File: src/rtl/cmd_stream_pkg.sv
// Shared constants, FSM state type and width helpers for the command stream arbiter.
package cmd_stream_pkg;

    localparam logic [15:0] DEF_SYNC_WORD = 16'h817E;
    localparam logic [15:0] DEF_IDLE_WORD = 16'hAAAA;

    typedef enum logic {
        SLOT  = 1'b0,
        FRAME = 1'b1
    } arb_state_e;

    // Bits needed to hold the value n itself (counts that reach their maximum).
    function automatic int cnt_width(input int n);
        return (n < 1) ? 1 : $clog2(n + 1);
    endfunction

    // Bits needed to index n items, never less than one.
    function automatic int idx_width(input int n);
        return (n <= 1) ? 1 : $clog2(n);
    endfunction

endpackage

File: src/rtl/cmd_fifo_sync.sv
// Single-clock command FIFO with registered full/empty flags and an occupancy count.
module cmd_fifo_sync
    import cmd_stream_pkg::*;
#(
    parameter int DATA_W = 16,
    parameter int DEPTH  = 16
) (
    input  logic                          clk40,
    input  logic                          rst,
    input  logic                          push_i,
    input  logic                          pop_i,
    input  logic [DATA_W-1:0]             wdata_i,
    output logic [DATA_W-1:0]             rdata_o,
    output logic [cnt_width(DEPTH)-1:0]   count_o,
    output logic                          full_o,
    output logic                          empty_o
);

    localparam int AW = idx_width(DEPTH);
    localparam int CW = cnt_width(DEPTH);

    logic [DATA_W-1:0] mem_q [2**AW];
    logic [AW-1:0]     wr_ptr_q, rd_ptr_q;
    logic [CW-1:0]     count_q, count_d;
    logic              full_q, empty_q;
    logic              push_ok, pop_ok;

    // Full is the registered flag, so a same-cycle pop never admits a write.
    assign push_ok = push_i & ~full_q;
    assign pop_ok  = pop_i & ~empty_q;

    always_comb begin
        count_d = count_q;
        case ({push_ok, pop_ok})
            2'b10:   count_d = count_q + 1'b1;
            2'b01:   count_d = count_q - 1'b1;
            default: count_d = count_q;
        endcase
    end

    always_ff @(posedge clk40) begin
        if (push_ok) begin
            mem_q[wr_ptr_q] <= wdata_i;
        end
    end

    always_ff @(posedge clk40 or posedge rst) begin
        if (rst) begin
            wr_ptr_q <= '0;
            rd_ptr_q <= '0;
            count_q  <= '0;
            full_q   <= 1'b0;
            empty_q  <= 1'b1;
        end else begin
            if (push_ok) begin
                wr_ptr_q <= wr_ptr_q + 1'b1;
            end
            if (pop_ok) begin
                rd_ptr_q <= rd_ptr_q + 1'b1;
            end
            count_q <= count_d;
            full_q  <= (count_d == CW'(DEPTH));
            empty_q <= (count_d == '0);
        end
    end

    assign rdata_o = mem_q[rd_ptr_q];
    assign count_o = count_q;
    assign full_o  = full_q;
    assign empty_o = empty_q;

endmodule

File: src/rtl/cmd_stream_arbiter.sv
// Round-robin, frame-atomic command arbiter with periodic SYNC and IDLE fill.
// States: SLOT | pick SYNC, a new grant or IDLE each slot;  FRAME | finish the granted frame
module cmd_stream_arbiter
    import cmd_stream_pkg::*;
#(
    parameter int                NUM_CH      = 4,
    parameter int                DATA_W      = 16,
    parameter int                FIFO_DEPTH  = 16,
    parameter int                FRAME_LEN   = 1,
    parameter int                SYNC_PERIOD = 32,
    parameter logic [DATA_W-1:0] SYNC_WORD   = DATA_W'(DEF_SYNC_WORD),
    parameter logic [DATA_W-1:0] IDLE_WORD   = DATA_W'(DEF_IDLE_WORD)
) (
    input  logic                     clk40,
    input  logic                     rst,
    input  logic [NUM_CH-1:0]        wr_cmd_i,
    input  logic [NUM_CH*DATA_W-1:0] datain_i,
    input  logic [NUM_CH-1:0]        ch_enable_i,
    input  logic                     ovf_clr_i,
    output logic [NUM_CH-1:0]        fifo_full_o,
    output logic [NUM_CH-1:0]        fifo_empty_o,
    output logic [NUM_CH-1:0]        overflow_o,
    output logic [DATA_W-1:0]        word_out_o,
    output logic                     word_valid_o,
    input  logic                     word_ready_i
);

    localparam int CH_W = idx_width(NUM_CH);
    localparam int CW   = cnt_width(FIFO_DEPTH);
    localparam int BW   = cnt_width(FRAME_LEN);
    localparam int SW   = idx_width(SYNC_PERIOD);

    logic [DATA_W-1:0] head [NUM_CH];
    logic [CW-1:0]     count [NUM_CH];
    logic [NUM_CH-1:0] elig;
    logic [NUM_CH-1:0] pop;

    arb_state_e        state_q, state_d;
    logic [CH_W-1:0]   rr_ptr_q, rr_ptr_d;
    logic [BW-1:0]     beat_q, beat_d;
    logic [SW-1:0]     sync_cnt_q, sync_cnt_d;
    logic              sync_pend_q, sync_pend_d;
    logic [DATA_W-1:0] word_q, word_d;
    logic              valid_q;
    logic [NUM_CH-1:0] ovf_q, ovf_d;

    logic              slot;
    logic              pick_found;
    logic [CH_W-1:0]   pick_idx;
    logic              pend_clr;

    for (genvar i = 0; i < NUM_CH; i++) begin : g_ch
        cmd_fifo_sync #(
            .DATA_W (DATA_W),
            .DEPTH  (FIFO_DEPTH)
        ) u_fifo (
            .clk40   (clk40),
            .rst     (rst),
            .push_i  (wr_cmd_i[i]),
            .pop_i   (pop[i]),
            .wdata_i (datain_i[i*DATA_W +: DATA_W]),
            .rdata_o (head[i]),
            .count_o (count[i]),
            .full_o  (fifo_full_o[i]),
            .empty_o (fifo_empty_o[i])
        );

        // A channel is only eligible once a whole frame is already stored.
        assign elig[i] = ch_enable_i[i] & (count[i] >= CW'(FRAME_LEN));
    end

    assign slot = valid_q & word_ready_i;

    always_comb begin
        pick_found = 1'b0;
        pick_idx   = '0;
        for (int k = 1; k <= NUM_CH; k++) begin
            if (!pick_found && elig[CH_W'((int'(rr_ptr_q) + k) % NUM_CH)]) begin
                pick_found = 1'b1;
                pick_idx   = CH_W'((int'(rr_ptr_q) + k) % NUM_CH);
            end
        end
    end

    always_comb begin
        state_d     = state_q;
        rr_ptr_d    = rr_ptr_q;
        beat_d      = beat_q;
        sync_cnt_d  = sync_cnt_q;
        sync_pend_d = sync_pend_q;
        word_d      = word_q;
        pop         = '0;
        pend_clr    = 1'b0;

        if (slot) begin
            sync_cnt_d = (sync_cnt_q == SW'(SYNC_PERIOD - 1)) ? '0 : sync_cnt_q + 1'b1;

            case (state_q)
                SLOT: begin
                    if (sync_pend_q) begin
                        word_d   = SYNC_WORD;
                        pend_clr = 1'b1;
                    end else if (pick_found) begin
                        word_d        = head[pick_idx];
                        pop[pick_idx] = 1'b1;
                        rr_ptr_d      = pick_idx;
                        beat_d        = BW'(1);
                        if (FRAME_LEN > 1) begin
                            state_d = FRAME;
                        end
                    end else begin
                        word_d = IDLE_WORD;
                    end
                end
                FRAME: begin
                    // A due SYNC waits here; the frame is never split or aborted.
                    word_d        = head[rr_ptr_q];
                    pop[rr_ptr_q] = 1'b1;
                    beat_d        = beat_q + 1'b1;
                    if (beat_d == BW'(FRAME_LEN)) begin
                        state_d = SLOT;
                    end
                end
                default: state_d = SLOT;
            endcase

            sync_pend_d = (pend_clr ? 1'b0 : sync_pend_q) |
                          (sync_cnt_d == SW'(SYNC_PERIOD - 1));
        end
    end

    // A new overflow in the same cycle as a clear leaves the flag set.
    assign ovf_d = (ovf_clr_i ? '0 : ovf_q) | (wr_cmd_i & fifo_full_o);

    always_ff @(posedge clk40 or posedge rst) begin
        if (rst) begin
            state_q     <= SLOT;
            rr_ptr_q    <= CH_W'(NUM_CH - 1);
            beat_q      <= '0;
            sync_cnt_q  <= '0;
            sync_pend_q <= 1'b0;
            word_q      <= SYNC_WORD;
            valid_q     <= 1'b0;
            ovf_q       <= '0;
        end else begin
            state_q     <= state_d;
            rr_ptr_q    <= rr_ptr_d;
            beat_q      <= beat_d;
            sync_cnt_q  <= sync_cnt_d;
            sync_pend_q <= sync_pend_d;
            word_q      <= word_d;
            valid_q     <= 1'b1;
            ovf_q       <= ovf_d;
        end
    end

    assign word_out_o   = word_q;
    assign word_valid_o = valid_q;
    assign overflow_o   = ovf_q;

endmodule

File: config.mk
export PLATFORM = sky130hd
export DESIGN_NAME = cmd_stream_arbiter
export DESIGN_NICKNAME = d
export VERILOG_FILES = /design/src/rtl/cmd_stream_pkg.sv /design/src/rtl/cmd_fifo_sync.sv /design/src/rtl/cmd_stream_arbiter.sv
export SDC_FILE = /design/constraint.sdc
export NUM_CORES = 1
export LEC_CHECK = 0
export CAP_MARGIN = 10
export CORE_MARGIN = 2
export CORE_UTILIZATION = 30
export CTS_CLUSTER_DIAMETER = 30
export DETAILED_ROUTE_END_ITERATION = 6
export PLACE_DENSITY_LB_ADDON = 0.2
export SLEW_MARGIN = 20
export SYNTH_ARGS = -nofsm -noshare
export SYNTH_HDL_FRONTEND = slang
export SYNTH_SLANG_ARGS = --single-unit
File: constraint.sdc
create_clock -name clk40 -period 6 [get_ports clk40]
set_clock_uncertainty 0.15 [all_clocks]
set_input_delay 1.5 -clock clk40 [delete_from_list [all_inputs] [get_ports clk40]]
set_output_delay 1.5 -clock clk40 [all_outputs]
set_load 0.05 [all_outputs]
==> flow_summary.json, run 1 <==
{
  "crit_path_start_kind": "input pin",
  "clk_path_buf_depth": 4,
  "finalSetupTns_ns": 0,
  "period_share": 0.835,
  "vias": 25000,
  "wl_met2_um": 58100,
  "leakagePower_uw": 0.0202,
  "seqPwrFrac": 0.321,
  "clock_sinks": 1115,
  "path_clk_slew_ns": 0.05,
  "htreeDepth": 5,
  "instances_no_fill": 5037,
  "grt_pass1_vias": 26200,
  "worst_slew_pin_slew_ns": 1.17,
  "start_util": 0.302,
  "seq_area_frac_synth": 0.729,
  "power_uw": 32500,
  "crit_path_start": "ch_enable_i[2]",
  "status": "completed",
  "netlist.area_leader.share": 0.678,
  "clkLatencyLatePin_ns": 0.86,
  "first_iter_violations": 1835,
  "die_area_um2": 154000,
  "grt_max_degree": 69,
  "pwr-share-comb": 0.220,
  "ys_ff_latch": 1115,
  "finalMaxSlewViolations": 0,
  "met3WireLength_um": 8240,
  "ctsRootBufferMaster": "clkbuf_16",
  "ir_worst_vdd_uv": 260,
  "swShare": 0.292,
  "dr.pass1.iters": 6,
  "wirelength_met1_um": 52700,
  "yosys_warnings": 0,
  "yosys_most_used_dff": "edfxtp_1",
  "layout-drive-gt1-share": 0.265,
  "async_flop_share": 0.0816,
  "synth_area_leader_cell": "edfxtp_1",
  "r2r_slack_ns": 1.08,
  "reg2reg_from": "g_ch[3].u_fifo.count_o[1]$_DFF_PP0_",
  "cts_made_buffers": 281,
  "ioPinCount": 105,
  "path_class": "input pin to flop",
  "gr-total-overflow": 0,
  "synth-edff-count": 1024,
  "viasPerCell": 4.95,
  "avgSynthCellArea_um2": 18.3,
  "powerDensity_nw_per_um2": 555,
  "num_rows": 142,
  "synth.most_common_cell": "edfxtp_1",
  "antenna_left": 0,
  "routed.top_layer": "met5",
  "postCtsSetupRepairBufs": 0,
  "critPathCaptureType": "flop",
  "hp-class": "flop to flop",
  "die_x_um": 393,
  "core_um2": 150000,
  "synth_cells": 2475,
  "grt_pass1_wl_um": 177000,
  "rsz0062_at_grt": "false",
  "p_clk_frac": 0.459,
  "p_sw_uw": 9490,
  "port_buffers": 104,
  "antenna_found_initial": 11,
  "synthesis.nets": 2598,
  "ctsHoldBuffers": 0,
  "nets": 2934,
  "postCtsResizedCells": 0,
  "globalRouteTotalUtil": 0.158,
  "dp.cells": 4542,
  "min_from": "g_ch[3].u_fifo.rd_ptr_q[2]$_DFFE_PP0P_",
  "dp_hpwl_um": 73600,
  "cts_tree": "built",
  "synth_common_cells": "1,024 x edfxtp_1, 210 x mux2i_1, 190 x mux4_2, 122 x nand2_1, 101 x a221oi_1",
  "die_h_um": 393,
  "wl_per_cell_um": 24.1,
  "place_area_um2": 49100,
  "period_minus_slack_ns": 5.01,
  "relSlewSlack": 0.212,
  "synth_area_um2": 45300,
  "drc": 0,
  "synth.area.top_cells": "edfxtp_1 68%, mux4_2 9.4%, mux2i_1 4.6%",
  "fin_util": 0.390,
  "wirelength_um": 121000,
  "cp.required_ns": 6.59,
  "synthDistinctLibCells": 71,
  "place.gp.congestion": 0.835,
  "p_int_uw": 23000,
  "hold_viol_final": 0,
  "design_area_um2": 58500,
  "maxCapViolations": 0,
  "arrival_ns": 5.60,
  "setup_viol": 0,
  "cp_max_fo": 11,
  "syn_to_final_growth_pct": 29.1,
  "fmax_mhz": 200
}
state kept, by name (all words and copies together) (netlist names):
register and count:
g_ch.u_fifo.rd_ptr_q 16, beat_q 1, g_ch.u_fifo.mem_q 1024, g_ch.u_fifo.full_o 4
g_ch.u_fifo.empty_o 4, overflow_o 4, rr_ptr_q 2, g_ch.u_fifo.count_o 20
sync_pend_q 1, word_out_o 16, state_q 1, sync_cnt_q 5
word_valid_o 1, g_ch.u_fifo.wr_ptr_q 16
per-layer routing:
metal / track usage / up-vias
li1: - / 10900
met1: 0.206 / 13100
met2: 0.253 / 805
met3: 0.0484 / 229
met4: 0.0451 / 16
met5: 0 / -
cell usage in the layout (no fill, tap or decap), drive strengths merged, types with 77 or more instances in the layout:
cell type	instances
mux2i	210
clkdlybuf4s50	104
clkbuf	317
o21ai	91
clkinv	87
a221oi	101
edfxtp	1024
nand2	123
buf	90
dfrtp	77
mux4	190
cell families (layout without fill, tap and decap cells):
logic type      count (synthesis)  after routing  synth area share
compound gates                339            339            0.0531
xor+xnor                       26             26           0.00502
fa+ha+maj                      47             47            0.0130
buf+inv                       184            726            0.0182
flops                        1115           1115             0.729
mux                           414            414             0.144
other cells                     1              5         0.0000827
simple gates                  349            349            0.0374
path summary, 6_finish.rpt:
path | end | cells after the start
min in group asynchronous | overflow_o[0]$_DFF_PP0_ | 2
worst max-delay path | g_ch[1].u_fifo.full_o$_DFF_PP0_ | 13
max in group asynchronous | g_ch[2].u_fifo.rd_ptr_q[0]$_DFFE_PP0P_ | 3
worst min register to register | g_ch[3].u_fifo.rd_ptr_q[2]$_DFFE_PP0P_ | 1
worst max register to register | g_ch[1].u_fifo.full_o$_DFF_PP0_ | 16
worst min-delay path | g_ch[3].u_fifo.rd_ptr_q[2]$_DFFE_PP0P_ | 1
stage by stage:
step	hold WS, ns	worst slack (ns)
finish	0.318	0.990
floorplan	0.302	1.19
CTS	0.326	1.13
detailed placement	0.320	0.275
global route	0.349	0.761
global placement	0.316	0.455
critical path: stages:
cell and delay (ns):
clkdlybuf4s50_1 0.52, a21bo_2 0.28, and4_2 0.26, nor3_1 0.57, nand3_1 0.30, a211o_1 0.40
ha_1 0.51, nor2_1 0.12, mux2_2 0.28, a22oi_1 0.21, nand2_1 0.12, nor4_1 0.34
and2_1 0.18
power groups by stage:
stage	sequential [uW]	clock [uW]	combinational [uW]
after floorplan	10100	0	4980
after global placement	10500	0	7100
after detailed placement	10600	0	7210
after CTS	10400	15200	7230
after global routing	10500	15600	7650
final	10400	14900	7140
final cells by class:
cell class | count | area (um^2)
well taps | 2016 | 2520
inverters | 43 | 164
repair buffers | 194 | 1760
fillers | 13600 | 91400
multi-input cells | 1176 | 11600
flip-flops and latches | 1115 | 33100
clock inverters | 172 | 2090
diodes | 4 | 10.0
clock buffers | 317 | 7320
No activity file was read; power rests on OpenSTA's default activity.
==> run 2, diff against run 1 <==
Clock period 6 ns to 4.2 ns, I/O delays scaled along.
==> flow_summary.json, run 2 (synthesis results as in run 1) <==
{
  "status": "completed",
  "swShare": 0.297,
  "setup_ws_ns": 0.134,
  "start_util": 0.302,
  "num_rows": 142,
  "worstReg2RegEnd": "g_ch[1].u_fifo.empty_o$_DFF_PP1_",
  "path_class": "flop to flop",
  "finalSetupTns_ns": 0,
  "globalRouteTotalUtil": 0.161,
  "largest_register_ffs": 1024,
  "powerDensity_nw_per_um2": 780,
  "ctsRootBufferMaster": "clkbuf_16",
  "ioPinCount": 105,
  "vias": 25400,
  "fmax_mhz": 246,
  "final_common_cell": "edfxtp_1",
  "antenna_left": 0,
  "core_um2": 150000,
  "leakagePower_uw": 0.0204,
  "ctsHoldBuffers": 0,
  "cp.required_ns": 4.81,
  "die_x_um": 393,
  "r2r_cells": 17,
  "r2r_slack_ns": 0.13,
  "hp-class": "flop to flop",
  "syn_to_final_growth_pct": 30.2,
  "min_path_cells": 2,
  "clk_path_buf_depth": 4,
  "clock_sinks": 1115,
  "dr.pass1.iters": 7,
  "regMostFlops": "g_ch.u_fifo.mem_q",
  "crit_path_start": "g_ch[2].u_fifo.count_o[1]$_DFF_PP0_",
  "place.gp.congestion": 0.850,
  "met2_usage": 0.257,
  "arrival_ns": 4.68,
  "crit_path_start_kind": "flop",
  "seqPwrFrac": 0.316,
  "relSlewSlack": 0.362,
  "p_clk_frac": 0.436,
  "whs_ns": 0.346,
  "dp_hpwl_um": 75600,
  "power_uw": 46100,
  "setup_viol": 0,
  "grt_use_met1": 0.215,
  "cts_made_buffers": 277,
  "wl_per_cell_um": 24.3,
  "die_h_um": 393,
  "htreeDepth": 5,
  "cp_max_fo": 9,
  "pwr-share-comb": 0.248,
  "first_iter_violations": 2135,
  "viasPerCell": 4.95,
  "min_from": "sync_cnt_q[4]$_DFFE_PP0P_",
  "cts_tree": "built",
  "p_sw_uw": 13700,
  "die_area_um2": 154000,
  "use_met3": 0.0373,
  "gr-total-overflow": 0,
  "period_minus_slack_ns": 4.07,
  "grt_pass1_wl_um": 180000,
  "min_to": "sync_cnt_q[4]$_DFFE_PP0P_",
  "hold_viol_final": 0,
  "wirelength_um": 124000,
  "ir_worst_vdd_uv": 365,
  "worst_slew_pin_slew_ns": 0.956,
  "antenna_found_initial": 14,
  "clkLatencyLatePin_ns": 0.87,
  "layout_common_cells": "1,024 x edfxtp_1, 282 x clkbuf_16, 210 x mux2i_1",
  "p_int_uw": 32400,
  "layout-drive-gt1-share": 0.286,
  "grt_pass1_vias": 26800,
  "maxCapViolations": 0,
  "grt.busiest_layer": "met2",
  "critPathCaptureType": "flop",
  "port_buffers": 104,
  "reg2reg_from": "g_ch[2].u_fifo.count_o[1]$_DFF_PP0_",
  "drc": 0,
  "grt_max_degree": 52,
  "finalMaxSlewViolations": 0,
  "place_ws_ns": -0.716,
  "nets": 3030,
  "path_clk_slew_ns": 0.05,
  "period_share": 0.968
}
[run 2: changes by cell type in the layout (fill, tap and decap cells not counted), sizes merged]
cell      previous run  this run
clkinvlp            31        33
inv                 55        56
clkbuf             317       324
buf                 90       190
clkinv              87        83
diode                4         3
bufinv              42        28
[run 2: through the flow]
step | utilization | std cells | instance area (um^2)
after floorplan | - | 2475 | 45400
after global placement | 0.334 | 4641 | 50000
after detailed placement | 0.334 | 4641 | 50000
after CTS | 0.393 | 5122 | 58900
after global routing | 0.394 | 5127 | 59000
final | 0.394 | 5128 | 59000
[run 2: worst max-delay path by stage]
| stage | end | slack [ns] |
|---|---|---|
| global placement | g_ch[0].u_fifo.full_o$_DFF_PP0_ | -0.52 |
| global route | g_ch[1].u_fifo.full_o$_DFF_PP0_ | -0.07 |
| floorplan | g_ch[0].u_fifo.full_o$_DFF_PP0_ | -0.006 |
| CTS | g_ch[1].u_fifo.empty_o$_DFF_PP1_ | 0.005 |
| detailed placement | g_ch[0].u_fifo.full_o$_DFF_PP0_ | -0.72 |
| finish | g_ch[1].u_fifo.empty_o$_DFF_PP1_ | 0.13 |
[run 2: layout make-up]
type | count | area (um^2)
diodes | 3 | 7.51
clock buffers | 324 | 7250
clock inverters | 157 | 1640
fillers | 13600 | 90900
inverters | 43 | 164
multi-input cells | 1176 | 11700
flip-flops and latches | 1115 | 33100
well taps | 2016 | 2520
repair buffers | 294 | 2690
[run 2: critical path: stages (launching register included)]
cell and delay, ns:
dfrtp_1 0.37, inv_1 0.08, ha_1 0.17, nor4_2 0.06
buf_4 0.16, a21bo_4 0.21, mux4_2 0.48, and3_4 0.22
nor2_4 0.14, nand3_1 0.12, a211o_1 0.35, ha_1 0.36
buf_4 0.19, o21ai_0 0.11, a22oi_1 0.20, nand2_1 0.16
nor4_4 0.27, nor2b_2 0.19
[run 2: what timing repair did]
action / in CTS / in global routing
buffers inserted: 0 / 3
gates resized for setup: 0 / 20
endpoints found under the setup margin: 0 / 8
[run 2: power by group through the flow]
stage | combinational [uW] | sequential (uW) | clock [uW]
detailed placement | 11400 | 14800 | 0
CTS | 11400 | 14600 | 20500
global route | 12200 | 14700 | 21100
global placement | 11100 | 14700 | 0
finish | 11400 | 14600 | 20100
floorplan | 7160 | 14500 | 0
[run 2: routing by layer]
layer	up-vias	wire, um
met3	257	7280
met5	-	108
met2	807	59100
li1	11000	-
met1	13300	54900
met4	16	3050
==> run 3, diff against run 2 <==
Settings changed: PLACE_DENSITY_LB_ADDON 0.2 to not set.
==> flow_summary.json, run 3 (synthesis results as in run 1) <==
{
  "status": "completed",
  "ir_worst_vdd_uv": 459,
  "dp_hpwl_um": 70300,
  "relSlewSlack": 0.261,
  "grt_pass1_vias": 25300,
  "ioPinCount": 105,
  "grt.busiest_layer": "met2",
  "cp_max_fo": 6,
  "num_rows": 142,
  "vias": 24900,
  "period_share": 0.953,
  "crit_path_start_kind": "flop",
  "dr.pass1.iters": 5,
  "place.gp.congestion": 0.818,
  "worst_slew_pin_slew_ns": 1.11,
  "clock_sinks": 1115,
  "finalMaxSlewViolations": 0,
  "drc": 0,
  "cts_made_buffers": 217,
  "viasPerCell": 4.90,
  "powerDensity_nw_per_um2": 741,
  "regMostFlops": "g_ch.u_fifo.mem_q",
  "place_area_um2": 50100,
  "gr-total-overflow": 0,
  "hp-class": "flop to flop",
  "clk_path_buf_depth": 3,
  "htreeDepth": 4,
  "antenna_left": 0,
  "leakagePower_uw": 0.0198,
  "grt_pass1_wl_um": 167000,
  "start_util": 0.302,
  "fmax_mhz": 250,
  "grt_use_met1": 0.199,
  "core_um2": 150000,
  "ctsHoldBuffers": 0,
  "first_iter_violations": 2369,
  "design_area_um2": 57700,
  "use_met3": 0.0385,
  "globalRouteTotalUtil": 0.147,
  "layout-drive-gt1-share": 0.282,
  "die_h_um": 393,
  "syn_to_final_growth_pct": 27.3,
  "wirelength_um": 114000,
  "maxCapViolations": 0,
  "final_common_cell": "edfxtp_1",
  "cts_tree": "built",
  "die_x_um": 393,
  "arrival_ns": 4.58,
  "clkLatencyLatePin_ns": 0.81,
  "layout_common_cells": "1,024 x edfxtp_1, 219 x clkbuf_16, 210 x mux2i_1",
  "fillers": 13600,
  "largest_register_ffs": 1024,
  "path_class": "flop to flop",
  "path_clk_slew_ns": 0.05,
  "grt_max_degree": 68,
  "wl_per_cell_um": 22.4,
  "met2_usage": 0.234,
  "setup_viol": 0,
  "port_buffers": 104,
  "die_area_um2": 154000,
  "antenna_found_initial": 16,
  "finalSetupTns_ns": 0,
  "ctsRootBufferMaster": "clkbuf_16",
  "cp.required_ns": 4.78,
  "period_minus_slack_ns": 4.00,
  "nets": 2983,
  "hold_viol_final": 0,
  "critPathCaptureType": "flop"
}
[run 3: cell types whose count changed in the layout (fill, tap and decap cells not counted), moves of 2 or more]
cell,before,now
buf_4,172,186
bufinv_16,28,22
clkbuf_1,38,20
clkbuf_16,282,219
clkinv_1,38,27
clkinv_16,0,8
clkinv_2,32,43
clkinv_4,12,14
clkinvlp_4,33,35
inv_16,0,2
inv_6,16,19
inv_8,0,2
[run 3: critical path: stages (launching register included)]
cell and delay [ns]:
dfrtp_1 0.39, ha_1 0.19, or3_1 0.41, o21ai_2 0.17, buf_4 0.14, o21ai_1 0.13
a41oi_2 0.27, buf_4 0.16, nand3_1 0.15, o21ai_2 0.20, nand2_2 0.11, ha_1 0.39
a221oi_2 0.23, a21oi_1 0.13, or4_1 0.55, nor2b_1 0.15
[run 3: metal layers]
metal  vias up  part of all wire
met4        10             0.016
met1     13000              0.44
li1      10900                 -
met3       139             0.069
met2       846              0.48
met5         -           0.00054
[run 3: report_power, final]
part / internal [uW] / switching [uW]
sequential: 13600 / 1030
clock: 11100 / 5980
combinational: 4860 / 6210
total: 29500 / 13200
[run 3: worst paths after layout]
kind,start,to,slack [ns],cells past startpoint
max,g_ch[1].u_fifo.count_o[0]$_DFF_PP0_,g_ch[3].u_fifo.full_o$_DFF_PP0_,0.20,15
max in group asynchronous,rst,g_ch[1].u_fifo.empty_o$_DFF_PP1_,2.42,3
min reg2reg,beat_q$_DFFE_PP0P_,beat_q$_DFFE_PP0P_,0.35,1
min,beat_q$_DFFE_PP0P_,beat_q$_DFFE_PP0P_,0.35,1
min in group asynchronous,rst,g_ch[0].u_fifo.rd_ptr_q[1]$_DFFE_PP0P_,0.62,2
max reg2reg,g_ch[1].u_fifo.count_o[0]$_DFF_PP0_,g_ch[3].u_fifo.full_o$_DFF_PP0_,0.20,15
[run 3: area by class of cell]
type / count / area, um^2 / area share
inverter: 43 / 164 / 0.00284
timing repair buffer: 307 / 2780 / 0.0481
multi-input combinational: 1176 / 11700 / 0.203
clock inverter: 171 / 1850 / 0.0321
tap: 2016 / 2520 / 0.0437
antenna: 3 / 7.51 / 0.000130
clock buffer: 243 / 5610 / 0.0972
sequential: 1115 / 33100 / 0.573
[run 3: stage by stage]
step,utilization,total power [uW],hold slack (ns),setup slack (ns),std cells
global placement,0.334,25700,0.318,-0.629,4657
CTS,0.384,43000,0.347,0.000330,5071
finish,0.385,42700,0.346,0.198,5074
detailed placement,0.334,25800,0.337,-0.711,4657
floorplan,-,21600,0.302,-0.00582,2475
global route,0.385,44500,0.389,-0.00826,5072
[run 3: what timing repair did]
item,CTS,global route
endpoints found under the hold margin,0,0
gates resized for setup,1,17
buffers inserted,0,0
pin swaps,0,0
setup endpoints to repair,1,8
